===== src/rtl/ifu_fetch.sv =====
// ifu_fetch -- single-outstanding instruction fetch unit.
//
// Fetches one word at a time from instruction memory and presents it to
// decode over a valid/ready handshake. Redirects (branch/jump/trap) override
// the fetch PC at any point. An in-flight response that belongs to a
// superseded PC is discarded. A WAIT timeout forces a faulting delivery.
//
// Parameters:
//   RESET_PC        first fetch address after reset
//   TIMEOUT_CYCLES  maximum cycles spent in WAIT before a fault is forced
//
// Ports:
//   clk, rst                    clock, asynchronous active-high reset
//   mem_req/mem_addr/mem_gnt    request channel to instruction memory
//   mem_rvalid/mem_rdata/mem_err response channel (one beat per grant)
//   redirect_valid/redirect_pc  next-PC override
//   inst_valid/inst_ready       handshake to decode
//   inst/inst_pc/inst_fault     delivered word, its PC, fault flag
//
// Build option:
//   IFU_MISALIGN_TRAP_EN  when defined, a redirect to a non-word-aligned PC
//                         skips memory and delivers a faulting instruction
//                         at that PC. When undefined, the low two bits of the
//                         redirect PC are cleared and fetch proceeds normally.

module ifu_fetch #(
   parameter logic [31:0] RESET_PC       = 32'h8000_0000,
   parameter int unsigned TIMEOUT_CYCLES = 255
) (
   input  logic        clk,
   input  logic        rst,
   output logic        mem_req,
   output logic [31:0] mem_addr,
   input  logic        mem_gnt,
   input  logic        mem_rvalid,
   input  logic [31:0] mem_rdata,
   input  logic        mem_err,
   input  logic        redirect_valid,
   input  logic [31:0] redirect_pc,
   output logic        inst_valid,
   input  logic        inst_ready,
   output logic [31:0] inst,
   output logic [31:0] inst_pc,
   output logic        inst_fault
);

   typedef enum logic [1:0] {S_BOOT, S_REQ, S_WAIT, S_HOLD} state_e;

   state_e      state_q, state_d;
   logic [31:0] pc_q, pc_d;
   logic        drop_q, drop_d;
   // An accepted request whose response was abandoned (timeout) is still
   // on its way; the next mem_rvalid belongs to it and must not be consumed.
   logic        stale_q, stale_d;
   logic [31:0] cnt_q, cnt_d;
   logic [31:0] inst_q, inst_d;
   logic [31:0] inst_pc_q, inst_pc_d;
   logic        inst_fault_q, inst_fault_d;

   logic [31:0] redir_pc;
   logic        rsp_take;
   logic        timeout;

   assign redir_pc = redirect_pc & 32'hFFFF_FFFC;
   assign rsp_take = mem_rvalid && !stale_q;
   assign timeout  = (cnt_q == TIMEOUT_CYCLES - 32'd1);

   always_comb begin
      state_d      = state_q;
      pc_d         = pc_q;
      drop_d       = drop_q;
      stale_d      = stale_q && !mem_rvalid;
      cnt_d        = cnt_q;
      inst_d       = inst_q;
      inst_pc_d    = inst_pc_q;
      inst_fault_d = inst_fault_q;

      case (state_q)
         S_BOOT: begin
            if (redirect_valid) pc_d = redir_pc;
            state_d = S_REQ;
         end
         S_REQ: begin
            if (redirect_valid) pc_d = redir_pc;
            if (mem_gnt) begin
               // Granted for the old PC; a coincident redirect marks it dead.
               state_d = S_WAIT;
               cnt_d   = '0;
               drop_d  = redirect_valid;
            end
         end
         S_WAIT: begin
            if (redirect_valid) begin
               pc_d   = redir_pc;
               drop_d = 1'b1;
            end
            if (rsp_take || timeout) begin
               drop_d = 1'b0;
               if (!rsp_take) stale_d = 1'b1;
               if (drop_q || redirect_valid) begin
                  state_d = S_REQ;
               end else begin
                  state_d      = S_HOLD;
                  inst_pc_d    = pc_q;
                  inst_d       = rsp_take ? mem_rdata : '0;
                  inst_fault_d = rsp_take ? mem_err : 1'b1;
               end
            end else begin
               cnt_d = cnt_q + 32'd1;
            end
         end
         S_HOLD: begin
            if (redirect_valid) begin
               pc_d    = redir_pc;
               state_d = S_REQ;
            end else if (inst_ready) begin
               pc_d    = pc_q + 32'd4;
               state_d = S_REQ;
            end
         end
         default: state_d = S_BOOT;
      endcase

`ifdef IFU_MISALIGN_TRAP_EN
      if (redirect_valid && (redirect_pc[1:0] != 2'b00)) begin
         state_d      = S_HOLD;
         pc_d         = redir_pc;
         drop_d       = 1'b0;
         inst_d       = '0;
         inst_pc_d    = redirect_pc;
         inst_fault_d = 1'b1;
         if ((state_q == S_REQ && mem_gnt) || (state_q == S_WAIT && !rsp_take))
            stale_d = 1'b1;
      end
`endif
   end

   always_ff @(posedge clk or posedge rst) begin
      if (rst) begin
         state_q      <= S_BOOT;
         pc_q         <= RESET_PC;
         drop_q       <= 1'b0;
         stale_q      <= 1'b0;
         cnt_q        <= '0;
         inst_q       <= '0;
         inst_pc_q    <= '0;
         inst_fault_q <= 1'b0;
      end else begin
         state_q      <= state_d;
         pc_q         <= pc_d;
         drop_q       <= drop_d;
         stale_q      <= stale_d;
         cnt_q        <= cnt_d;
         inst_q       <= inst_d;
         inst_pc_q    <= inst_pc_d;
         inst_fault_q <= inst_fault_d;
      end
   end

   assign mem_req    = (state_q == S_REQ);
   assign mem_addr   = pc_q;
   assign inst_valid = (state_q == S_HOLD);
   assign inst       = inst_q;
   assign inst_pc    = inst_pc_q;
   assign inst_fault = inst_fault_q;

endmodule


===== config.mk =====
export PLATFORM = sky130hd
export DESIGN_NAME = ifu_fetch
export DESIGN_NICKNAME = d
export VERILOG_FILES = /design/src/rtl/ifu_fetch.sv
export SDC_FILE = /design/constraint.sdc
export NUM_CORES = 1
export LEC_CHECK = 0
export BUFFER_PORTS_ARGS = -buffer_cell sky130_fd_sc_hd__buf_2
export CORE_ASPECT_RATIO = 0.75
export CORE_MARGIN = 4
export CORE_UTILIZATION = 48
export DETAILED_ROUTE_END_ITERATION = 12
export GPL_TIMING_DRIVEN = 0
export HOLD_SLACK_MARGIN = 0.06
export PLACE_DENSITY = 0.86
export SYNTH_ARGS = -nofsm -noshare
export SYNTH_HDL_FRONTEND = slang
export SYNTH_SLANG_ARGS = --single-unit

===== constraint.sdc =====
create_clock -name clk -period 3.56 [get_ports clk]
set_input_delay 0.356 -clock clk [delete_from_list [all_inputs] [get_ports clk]]
set_output_delay 0.356 -clock clk [all_outputs]
set_load 0.02 [all_outputs]

Word level (Yosys, flattened, before mapping)
Cells that the tools add are included.
{"block": "totals", "regBits": 133, "out_inout_bits": 99, "wordCells": 57}
{"block": "classes", "eq_ne": 10, "n_addsub": 2, "n_mux": 22, "reduce_logical": 14, "bitwise": 1}
{"op": "$mux 32", "n": 6}
{"op": "$pmux 32 s2", "n": 2}
{"op": "$add 32x1->32 const B", "n": 1}
{"op": "$add 32x3->32 const B", "n": 1}
{"op": "$eq 32x8->1 const B", "n": 1}
{"op": "$reduce_and 3->1", "n": 4}
{"op": "$mux 2", "n": 5}
{"op": "$pmux 2 s4", "n": 1}
{"op": "$mux 1", "n": 7}
{"op": "$eq 2x2->1 const B", "n": 2}
{"op": "$ne 2x1->1 const B", "n": 2}
{"op": "$ne 2x2->1 const B", "n": 2}
{"op": "$ne 3x2->1 const B", "n": 1}
{"op": "$ne 3x3->1 const B", "n": 1}
{"op": "$reduce_or 3->1", "n": 1}
{"op": "$eq 2x1->1 const B", "n": 1}
{"op": "$logic_and 1x1->1", "n": 2}
{"op": "$logic_not 1->1", "n": 2}
{"op": "$logic_not 2->1", "n": 1}
{"op": "$logic_or 1x1->1", "n": 2}
{"op": "$pmux 1 s2", "n": 1}
{"op": "$reduce_and 2->1", "n": 1}
{"op": "$reduce_bool 2->1", "n": 1}
{"op": "$not 1->1", "n": 1}

Depth between registers and ports, before layout
Gate-level depths: netlist of run 1.
{"block": "logic_depth", "depth_word": 5, "depth_mapped": 10, "mapped_depth_nobuf": 7}

Least setup slack after synthesis of run 1
OpenSTA, ideal clock, no wires.
{"block": "synth_path", "path_kind": "register to register", "start": "register state_q[1]", "end": "register cnt_q[0]", "setup_slack_ns": 1.401, "path_buffers": 2, "path_stages_with_launch": 10, "arrival_ns": 2.027, "cell_sequence": "dfrtp_1 > inv_1 > ha_1 > mux2i_1 > nor2_1 > a21bo_2 > buf_2 > buf_4 > xnor2_1 > nor2_1"}
{"block": "synth_between", "elab_chain_cells": 3, "word_cells_on_any_way": 7}
{"item": "from (decl)", "line": "49", "rtl": "state_e state_q, state_d;"}
{"item": "from (signal assigned)", "line": "149", "rtl": "state_q <= state_d;"}
{"item": "$eq 2x1->1 (*)"}
{"item": "named net mem_req", "line": "32", "rtl": "output logic mem_req,"}
{"item": "$ne 2x1->1 (no line) or $reduce_bool 2->1 (tied branches)"}
{"item": "$reduce_and 3->1 (no line)"}
{"item": "to (signal assigned)", "line": "153", "rtl": "cnt_q <= cnt_d;"}
{"item": "to (decl)", "line": "55", "rtl": "logic [31:0] cnt_q, cnt_d;"}
Mark *: on every way through the listed nets, which the timed path passes. The rest lies on a longest branch.
A chain may end at the register's enable or synchronous reset.

Worst setup path after layout of run 1
{"block": "layout_path", "start": "register state_q[0]", "end": "register inst_q[24], in the netlist inst[24]"}
{"block": "layout_between", "elab_chain_cells": 2}
{"item": "$eq 2x2->1", "line": "78", "rtl": "case (state_q)"}
{"item": "$reduce_and 3->1 (no line)"}
{"item": "to (signal assigned)", "line": "154", "rtl": "inst_q <= inst_d;"}
{"item": "to (decl)", "line": "56", "rtl": "logic [31:0] inst_q, inst_d;"}
No other way between the ends.

==> results.cfg, run 1 <==
[die]
coreArea_sq_mm = 0.0130
rows = 36
die_w_um = 141
start_util_pct = 49.3
die-area_sq_mm = 0.0153
die_h_um = 108
ioPinCount = 170

[sta]
finalCriticalPeriod_ns = 2.63
rsz0062_at_grt = false
setup_viol = 0
fmax_mhz = 380
setup_ws_ns = 0.929
drv_slew = 0
timing.final.crit_share_pct = 73.9
hold_viol = 0
slew_headroom_pct = 57.0
fin_skew_ns = 0.0112
worst_pin_slew_ns = 0.640
fin_tns_setup_ns = 0

[clock_network]
numCtsBuffers = 17
clk_path_buf_depth = 2
clkTransAtPathRegs_ns = 0.06
cts_resized = 0
clockRootBuffer = clkbuf_16
htreeDepth = 4
cts.sink_count = 129
cts_tree = built
insertion_delay_ns = 0.42

[synth]
ys_types = 67
yosys_warnings = 0
synth.largest_area_cell = dfrtp_1
synth-async-reset-ratio_pct = 100
synth_top_area_share_pct = 50.0
synth_area_sq_mm = 0.00641
ys.flop_type = dfrtp_1
ys_ff_latch = 129
synthCells = 615
synth_seq_area_share_pct = 50.4
synth.avg_cell_area_sq_um = 10.4
synth.area.top_cells = dfrtp_1, mux2_1, a22o_1
synth_edf_count = 0

[critical_path]
required_ns = 3.90
critPathMaxStageDelay_ns = 0.56
endpoint_kind = flop
path_buf_inv = 5
worstPathCellList = inv_1, ha_1, buf_4, inv_1, nor3_1, and2_1, clkbuf_1, buf_2, a22o_1
crit_fanout = 10
path_common_cell = inv_1
crit_type = reg -> reg
cp_slowest_cell = nor3_1
crit_arrival_ns = 2.98
crit_family = buffers and inverters
cp-start-kind = flop

[cells_and_area]
area_growth_pct = 26.9
fin_nets = 883
drive_gt1_share_pct = 29.7
fin_area_sq_mm = 0.00814
n_antenna_cell = 0

[global_route]
busiest_layer = met2
grt_pass1_vias = 5553
grt_use_met1_pct = 32.6
antenna_found_initial = 0
grt_overflow = 0
met3_usage_pct = 4.55
grt_pass1_wl_mm = 28.1
track_usage_pct = 23.1
grt_max_degree = 42
met2_usage_pct = 35.6

[drt]
ant_nets = 0
route.detailed.drc = 0
wl_mm = 17.8
vias = 5826
drt_iter0_markers = 619
post_drt_wl_per_cell_um = 18.0
vias_per_cell = 5.90
firstDrtPassIters = 6

[power_and_ir_drop]
ir_drop_mv = 0.518
total_power_uw = 6330
p_per_area_mw_per_mm2 = 778
power.leakage_uw = 0.00377

[placed_design]
gp_congestion = 0.885
place_ws_ns = 0.956
placed_area_sq_mm = 0.00752
hpwlAfterDp_mm = 12.8
portBuffers = 163

[hold_path]
hold_class = in -> reg

[outcome]
status = finished clean

[job]
cap_viol_max_count = 0
cell type report:
| class | count | area, sq um |
|---|---|---|
| Fill cell | 1055 | 4880 |
| Sequential cell | 129 | 3230 |
| Multi-Input combinational cell | 436 | 2920 |
| Timing Repair Buffer | 167 | 886 |
| Clock buffer | 17 | 425 |
| Buffer | 41 | 226 |
| Tap cell | 171 | 214 |
| Clock inverter | 15 | 183 |
| Inverter | 12 | 48.8 |
layout by cell type, fill, tap and decap left out, drive strengths merged, types with 14 or more instances in the layout:
cell type  count
nand3         23
inv           14
a22o          32
nand4         19
o21ai         34
mux2          30
or3           21
clkbuf        39
nand2         42
dfrtp        128
nor2          28
buf          185
a21oi         54
flip-flops by register name, summed over array words and instances, names as in the netlist:
register	count
inst_pc	30
cnt_q	32
drop_q	1
inst	32
mem_addr	30
stale_q	1
state_q	2
inst_fault	1
worst paths after layout:
kind | from | endpoint | slack (ns) | depth (start not counted)
worst max-delay path | state_q[0]$_DFFE_PP0P_ | inst[24]$_DFFE_PP0P_ | 0.93 | 9
worst min-delay path | mem_rdata[28] | inst[28]$_DFFE_PP0P_ | 0.15 | 2
worst max register to register | state_q[0]$_DFFE_PP0P_ | inst[24]$_DFFE_PP0P_ | 0.93 | 9
worst min register to register | inst_pc[21]$_DFFE_PP0P_ | inst_pc[21]$_DFFE_PP0P_ | 0.48 | 1
max in group asynchronous | rst | mem_addr[31]$_DFFE_PP1P_ | 1.89 | 6
min in group asynchronous | rst | mem_addr[26]$_DFFE_PP0P_ | 0.55 | 3
through the flow:
| step | hold slack [ns] | utilization, % | instances |
|---|---|---|---|
| after CTS | 0.145 | 62.5 | 988 |
| final | 0.152 | 62.5 | 988 |
| after global placement | 0.468 | 57.3 | 952 |
| after detailed placement | 0.453 | 57.7 | 955 |
| after global routing | 0.148 | 62.5 | 988 |
| after floorplan | 0.479 | - | 618 |
routing by layer:
metal,vias up,part of all wire (%)
li1,2671,-
met1,2777,43
met2,335,45
met3,43,9.9
met4,0,2.6
met5,-,0
cell families after synthesis:
logic type	Yosys count	synth area share [%]
multiplexers	38	6.52
flip-flops	129	50.4
other	1	0.0585
buffers and inverters	53	4.23
XOR/XNOR	8	1.09
AO/OA/AOI/OAI	177	18.2
adder cells (fa/ha/maj)	8	1.56
AND/OR/NAND/NOR	201	18.0
synthesized netlist by cell type (all sizes together), types with 4 or more instances:
master	count
o21ai	34
or2	7
nor4	9
a2bb2oi	4
buf	19
o22ai	9
nand3	23
mux2	30
nor3	10
a31oi	7
nor2	28
a211oi	5
xor2	6
or4	7
o22a	6
clkbuf	22
mux2i	8
a21oi	54
and4	11
inv	12
nand2	42
nand2b	4
and2	7
a22o	32
ha	8
or3	21
nand4	19
and3	8
dfrtp	128
timing repair:
item	CTS	global route
hold buffers	1	0
buffers inserted	0	0
endpoints found under the hold margin	25	0
where the power goes:
group | switching, uW | internal [uW] | total [uW] | leakage (uW)
Combinational | 1390 | 839 | 2230 | 0.00184
Sequential | 390 | 1920 | 2310 | 0.00164
Clock | 680 | 1110 | 1790 | 0.000286
Note: power is estimated with default switching activity, not from simulation.
==> inputs of run 2 (changes only) <==
--- a/config.mk
+++ b/config.mk
@@ -8,11 +8,11 @@
 export BUFFER_PORTS_ARGS = -buffer_cell sky130_fd_sc_hd__buf_2
 export CORE_ASPECT_RATIO = 0.75
 export CORE_MARGIN = 4
-export CORE_UTILIZATION = 48
+export CORE_UTILIZATION = 53
 export DETAILED_ROUTE_END_ITERATION = 12
 export GPL_TIMING_DRIVEN = 0
 export HOLD_SLACK_MARGIN = 0.06
-export PLACE_DENSITY = 0.86
+export PLACE_DENSITY = 0.89
 export SYNTH_ARGS = -nofsm -noshare
 export SYNTH_HDL_FRONTEND = slang
 export SYNTH_SLANG_ARGS = --single-unit
==> constraint.sdc (replaced) <==
create_clock -name clk -period 2.5 [get_ports clk]
set_input_delay 0.25 -clock clk [delete_from_list [all_inputs] [get_ports clk]]
set_output_delay 0.25 -clock clk [all_outputs]
set_load 0.02 [all_outputs]
==> run 2 against run 1 <==
Compared with the run above:
- combinational power rose by 47%
- fmax up 9.4%
- via count grew 4.9%
- critical path type unchanged
- critical endpoint is now cnt_q[31]$_DFFE_PP0P_
- largest cell class unchanged
==> results.cfg, run 2 (synthesis gave the netlist of run 1 again) <==
[power_and_ir_drop]
p_sw_share_pct = 39.5
clkPwrFrac_pct = 28.0
p_switching_uw = 3630
power.leakage_uw = 0.00391
comb_power_share_pct = 35.7
ir_drop_mv = 0.683
p_int_uw = 5560
p_seq_share_pct = 36.3
p_per_area_mw_per_mm2 = 1090

[sta]
rsz0062_at_grt = true
finalCriticalPeriod_ns = 2.41
fin_tns_setup_ns = 0
fin_hold_ws_ns = 0.0625
drv_slew = 0
hold_viol = 0
fin_skew_ns = 0.0139
setup_ws_ns = 0.0947
fmax_mhz = 416
setup_viol = 0
timing.final.crit_share_pct = 96.2
slew_headroom_pct = 54.4
worst_pin_slew_ns = 0.682

[global_route]
met2_usage_pct = 43.4
grt_use_met1_pct = 38.0
antenna_found_initial = 0
grt_overflow = 0
met3_usage_pct = 7.45
track_usage_pct = 27.7
busiest_layer = met2
grt_pass1_vias = 5961
grt_pass1_wl_mm = 30.7
grt_max_degree = 45

[cells_and_area]
multiInputGateArea_sq_mm = 0.00294
regArea_sq_mm = 0.00323
drive_gt1_share_pct = 29.0
fin_area_sq_mm = 0.00845
final_common_cell = buf_2
fin_nets = 913
nFillCells = 811
area_growth_pct = 31.7
n_antenna_cell = 0
final_cell_mix = buf_2, dfrtp_1, a21oi_1

[die]
die_w_um = 135
start_util_pct = 54.8
die_h_um = 103
coreArea_sq_mm = 0.0117
rows = 34
die-area_sq_mm = 0.0139
ioPinCount = 170

[outcome]
status = finished clean

[critical_path]
startpoint = state_q[0]$_DFFE_PP0P_
crit_type = reg -> reg
endpoint_kind = flop
r2r_setup_slack_ns = 0.09
required_ns = 2.83
path_common_cell = inv_1
worstPathCellList = inv_1, ha_1, buf_4, inv_1, o21ai_2, nand3_1, a2111oi_2, mux2i_1
path_buf_inv = 3
cp_slowest_cell = a2111oi_2
reg2reg_from = state_q[0]$_DFFE_PP0P_
crit_fanout = 9
cp-start-kind = flop
cp.depth = 8
r2r_end = cnt_q[31]$_DFFE_PP0P_
crit_family = compound AO/OA/AOI/OAI gates
r2r.worst_path.cells = 8
crit_end = cnt_q[31]$_DFFE_PP0P_
crit_arrival_ns = 2.73
critPathMaxStageDelay_ns = 0.48

[clock_network]
insertion_delay_ns = 0.42
clkTransAtPathRegs_ns = 0.06
cts_tree = built
post_cts_buffers = 0
clk_path_buf_depth = 2
clockRootBuffer = clkbuf_16
cts.sink_count = 129
numCtsBuffers = 17
htreeDepth = 4

[hold_path]
hold_class = in -> reg

[drt]
vias_per_cell = 6.06
post_drt_wl_per_cell_um = 19.0
route.detailed.drc = 0
drt_iter0_markers = 610
ant_nets = 0
wl_mm = 19.1
firstDrtPassIters = 8
vias = 6111

[placed_design]
place_ws_ns = -0.137
portBuffers = 163
placed_area_sq_mm = 0.00751
hpwlAfterDp_mm = 12.8
gp_congestion = 0.974

[job]
cap_viol_max_count = 0
==> run 2: cell count changes in the layout (fill, tap and decap cells not counted), sizes merged <==
cell	before	now
clkinv	5	8
clkinvlp	5	2
dlygate4sd3	1	31
==> run 2: worst min-delay path by stage <==
stage                                         end          start  depth (start not counted)  slack [ns]
after floorplan            inst_fault$_DFFE_PP0P_        mem_err                          2        0.37
after global placement       inst[28]$_DFFE_PP0P_  mem_rdata[28]                          2        0.47
after detailed placement  inst_pc[28]$_DFFE_PP0P_            rst                          2        0.38
after CTS                    inst[27]$_DFFE_PP0P_  mem_rdata[27]                          2        0.06
after global routing         inst[28]$_DFFE_PP0P_  mem_rdata[28]                          2        0.07
final                        inst[27]$_DFFE_PP0P_  mem_rdata[27]                          2        0.06
==> run 2: per-layer routing <==
layer | vias to the layer above | routed length [um]
li1 | 2742 | -
met1 | 2941 | 7880
met2 | 379 | 8870
met3 | 49 | 1980
met4 | 0 | 393
met5 | - | 0
==> run 2: stage by stage <==
step / util (%) / power (uW) / cells
finish: 72.2 / 9190 / 1009
detailed placement: 64.2 / 6500 / 946
CTS: 72.1 / 9130 / 1009
global placement: 63.6 / 6390 / 943
global route: 72.2 / 9630 / 1009
floorplan: - / 5280 / 618
==> run 2: power by group through the flow <==
stage	Combinational [uW]	Sequential [uW]	Clock [uW]
final	3280	3330	2570
after global routing	3520	3420	2690
after CTS	3230	3300	2600
after detailed placement	3190	3310	0
after global placement	3100	3290	0
after floorplan	1310	3970	0
==> run 2: layout make-up <==
type                       count  area share [%]
sequential                   129            38.2
clock buffer                  17            5.04
multi-input combinational    436            34.8
buffer                        41            2.68
clock inverter                15            2.19
timing repair buffer         197            14.0
inverter                      12           0.578
tap                          162            2.40
==> run 2: repair_timing <==
item / in CTS / in global routing
gates cloned: 0 / 0
hold endpoints to repair: 58 / 0
hold buffers: 31 / 0
resized for setup: 1 / 3
setup endpoints to repair: 60 / 72
==> inputs of run 3 (changes only) <==
--- a/config.mk
+++ b/config.mk
@@ -7,11 +7,10 @@
 export LEC_CHECK = 0
 export BUFFER_PORTS_ARGS = -buffer_cell sky130_fd_sc_hd__buf_2
 export CORE_ASPECT_RATIO = 0.75
-export CORE_MARGIN = 4
+export CORE_MARGIN = 1.5
 export CORE_UTILIZATION = 53
 export DETAILED_ROUTE_END_ITERATION = 12
 export GPL_TIMING_DRIVEN = 0
-export HOLD_SLACK_MARGIN = 0.06
 export PLACE_DENSITY = 0.89
 export SYNTH_ARGS = -nofsm -noshare
 export SYNTH_HDL_FRONTEND = slang
==> run 3 against run 2 <==
Compared with the run above:
- first-iteration DRC count rose by 6.4%
- largest cell class unchanged
- combinational power shrank 2%
- flip-flop and latch count unchanged
- clock-buffer cell count stayed put
- largest power group unchanged
- hold slack worse by 0.022 ns
- critical path type unchanged
- core utilization shrank 2.9 points
- clock skew down 0.0057 ns
==> results.cfg, run 3 (synthesis gave the netlist of run 1 again) <==
[outcome]
status = finished clean

[critical_path]
cp-start-kind = flop
endpoint_kind = flop
startpoint = state_q[0]$_DFFE_PP0P_
crit_type = reg -> reg
crit_arrival_ns = 2.78
required_ns = 2.83
crit_fanout = 9
reg2reg_from = state_q[0]$_DFFE_PP0P_

[die]
start_util_pct = 54.8
die_h_um = 98.3
ioPinCount = 170
rows = 34
coreArea_sq_mm = 0.0117
die-area_sq_mm = 0.0128
die_w_um = 130

[cells_and_area]
final_common_cell = buf_2
fin_nets = 883
final_cell_mix = buf_2, dfrtp_1, a21oi_1
n_antenna_cell = 0
drive_gt1_share_pct = 30.2
regArea_sq_mm = 0.00323
multiInputGateArea_sq_mm = 0.00294
nFillCells = 854
area_growth_pct = 26.5

[clock_network]
insertion_delay_ns = 0.42
clkTransAtPathRegs_ns = 0.06
clockRootBuffer = clkbuf_16
clk_path_buf_depth = 2
post_cts_buffers = 0
cts.sink_count = 129
cts_tree = built
numCtsBuffers = 17
htreeDepth = 4

[sta]
finalCriticalPeriod_ns = 2.45
slew_headroom_pct = 53.4
fin_skew_ns = 0.00825
worst_pin_slew_ns = 0.698
hold_viol = 0
setup_viol = 0
drv_slew = 0
timing.final.crit_share_pct = 98.1
setup_ws_ns = 0.0479
rsz0062_at_grt = true
fmax_mhz = 408

[global_route]
grt_pass1_vias = 5696
grt_pass1_wl_mm = 28.3
antenna_found_initial = 0
grt_overflow = 0
grt_max_degree = 41
track_usage_pct = 28.5

[power_and_ir_drop]
clkPwrFrac_pct = 27.0
p_sw_share_pct = 40.3
p_seq_share_pct = 37.0
p_int_uw = 5340
p_switching_uw = 3600
total_power_uw = 8940
ir_drop_mv = 0.563
power.leakage_uw = 0.00377
p_per_area_mw_per_mm2 = 1100
comb_power_share_pct = 36.0

[hold_path]
hold_class = in -> reg
worstHoldStart = mem_rdata[19]

[drt]
vias_per_cell = 6.13
route.detailed.drc = 0
post_drt_wl_per_cell_um = 18.1
drt_iter0_markers = 649
wl_mm = 17.7
firstDrtPassIters = 6
vias = 5999
ant_nets = 0

[placed_design]
place_ws_ns = -0.0762
portBuffers = 163
gp_congestion = 0.894
hpwlAfterDp_mm = 12.5

[job]
cap_viol_max_count = 0
[run 3: cell types whose count changed in the layout (fill, tap and decap cells not counted), moves of 2 or more]
cell,delta
clkbuf_2,+2
clkbuf_1,-2
bufinv_16,-2
clkinv_2,-2
clkinv_4,-3
clkinvlp_4,+2
dlygate4sd3_1,-30
inv_6,+5
[run 3: final timing paths]
check	to	slack (ns)	depth (start not counted)
hold reg to reg	inst_pc[15]$_DFFE_PP0P_	0.48	1
setup / recovery	cnt_q[29]$_DFFE_PP0P_	0.05	8
setup reg to reg	cnt_q[29]$_DFFE_PP0P_	0.05	8
min in group asynchronous	inst_pc[26]$_DFFE_PP0P_	0.50	3
max in group asynchronous	mem_addr[31]$_DFFE_PP1P_	0.85	6
hold / removal	inst[19]$_DFFE_PP0P_	0.04	2
[run 3: per-stage QoR]
| step | hold slack (ns) | util, % | cells | setup TNS (ns) | area [sq um] |
|---|---|---|---|---|---|
| after floorplan | 0.373 | - | 618 | 0 | 6430 |
| after global placement | 0.466 | 63.6 | 943 | -18.98 | 7450 |
| after detailed placement | 0.382 | 64.2 | 946 | -1.83 | 7510 |
| after CTS | 0.0331 | 69.2 | 979 | 0 | 8090 |
| after global routing | 0.0313 | 69.3 | 979 | -0.652 | 8110 |
| final | 0.0404 | 69.3 | 979 | 0 | 8110 |
[run 3: layout make-up]
| type | instances | share of cell area, % |
|---|---|---|
| well taps | 162 | 2.50 |
| repair buffers | 167 | 10.9 |
| multi-input cells | 436 | 36.3 |
| flip-flops and latches | 129 | 39.8 |
| clock buffers | 17 | 5.25 |
| inverters | 12 | 0.602 |
| plain buffers | 41 | 2.82 |
| clock inverters | 15 | 1.82 |
[run 3: layer usage]
metal	vias up	part of all wire, %	track usage (%)
met5	-	0	0
met4	0	2.0	10.9
met3	45	10	7.56
met2	384	46	43.1
met1	2888	42	39.4
li1	2682	-	-
[run 3: timing repair]
action | in CTS | in global routing
hold buffers | 1 | 0
endpoints found under the hold margin | 30 | 0
setup endpoints to repair | 57 | 24
gates resized for setup | 1 | 6
cloned | 0 | 0
[run 3: power by group through the flow]
stage               Sequential, uW  Clock [uW]  Combinational [uW]
floorplan                     3970           0                1310
global placement              3280           0                3100
detailed placement            3300           0                3180
CTS                           3290        2440                3190
global route                  3390        2540                3470
finish                        3310        2410                3220
[run 3: worst max-delay path: stages, from the launching register on]
cell	delay (ns)
dfrtp_1	0.45
inv_1	0.11
ha_1	0.14
buf_4	0.18
inv_1	0.12
o21ai_1	0.40
nand4_4	0.23
or4_1	0.54
a21oi_1	0.20
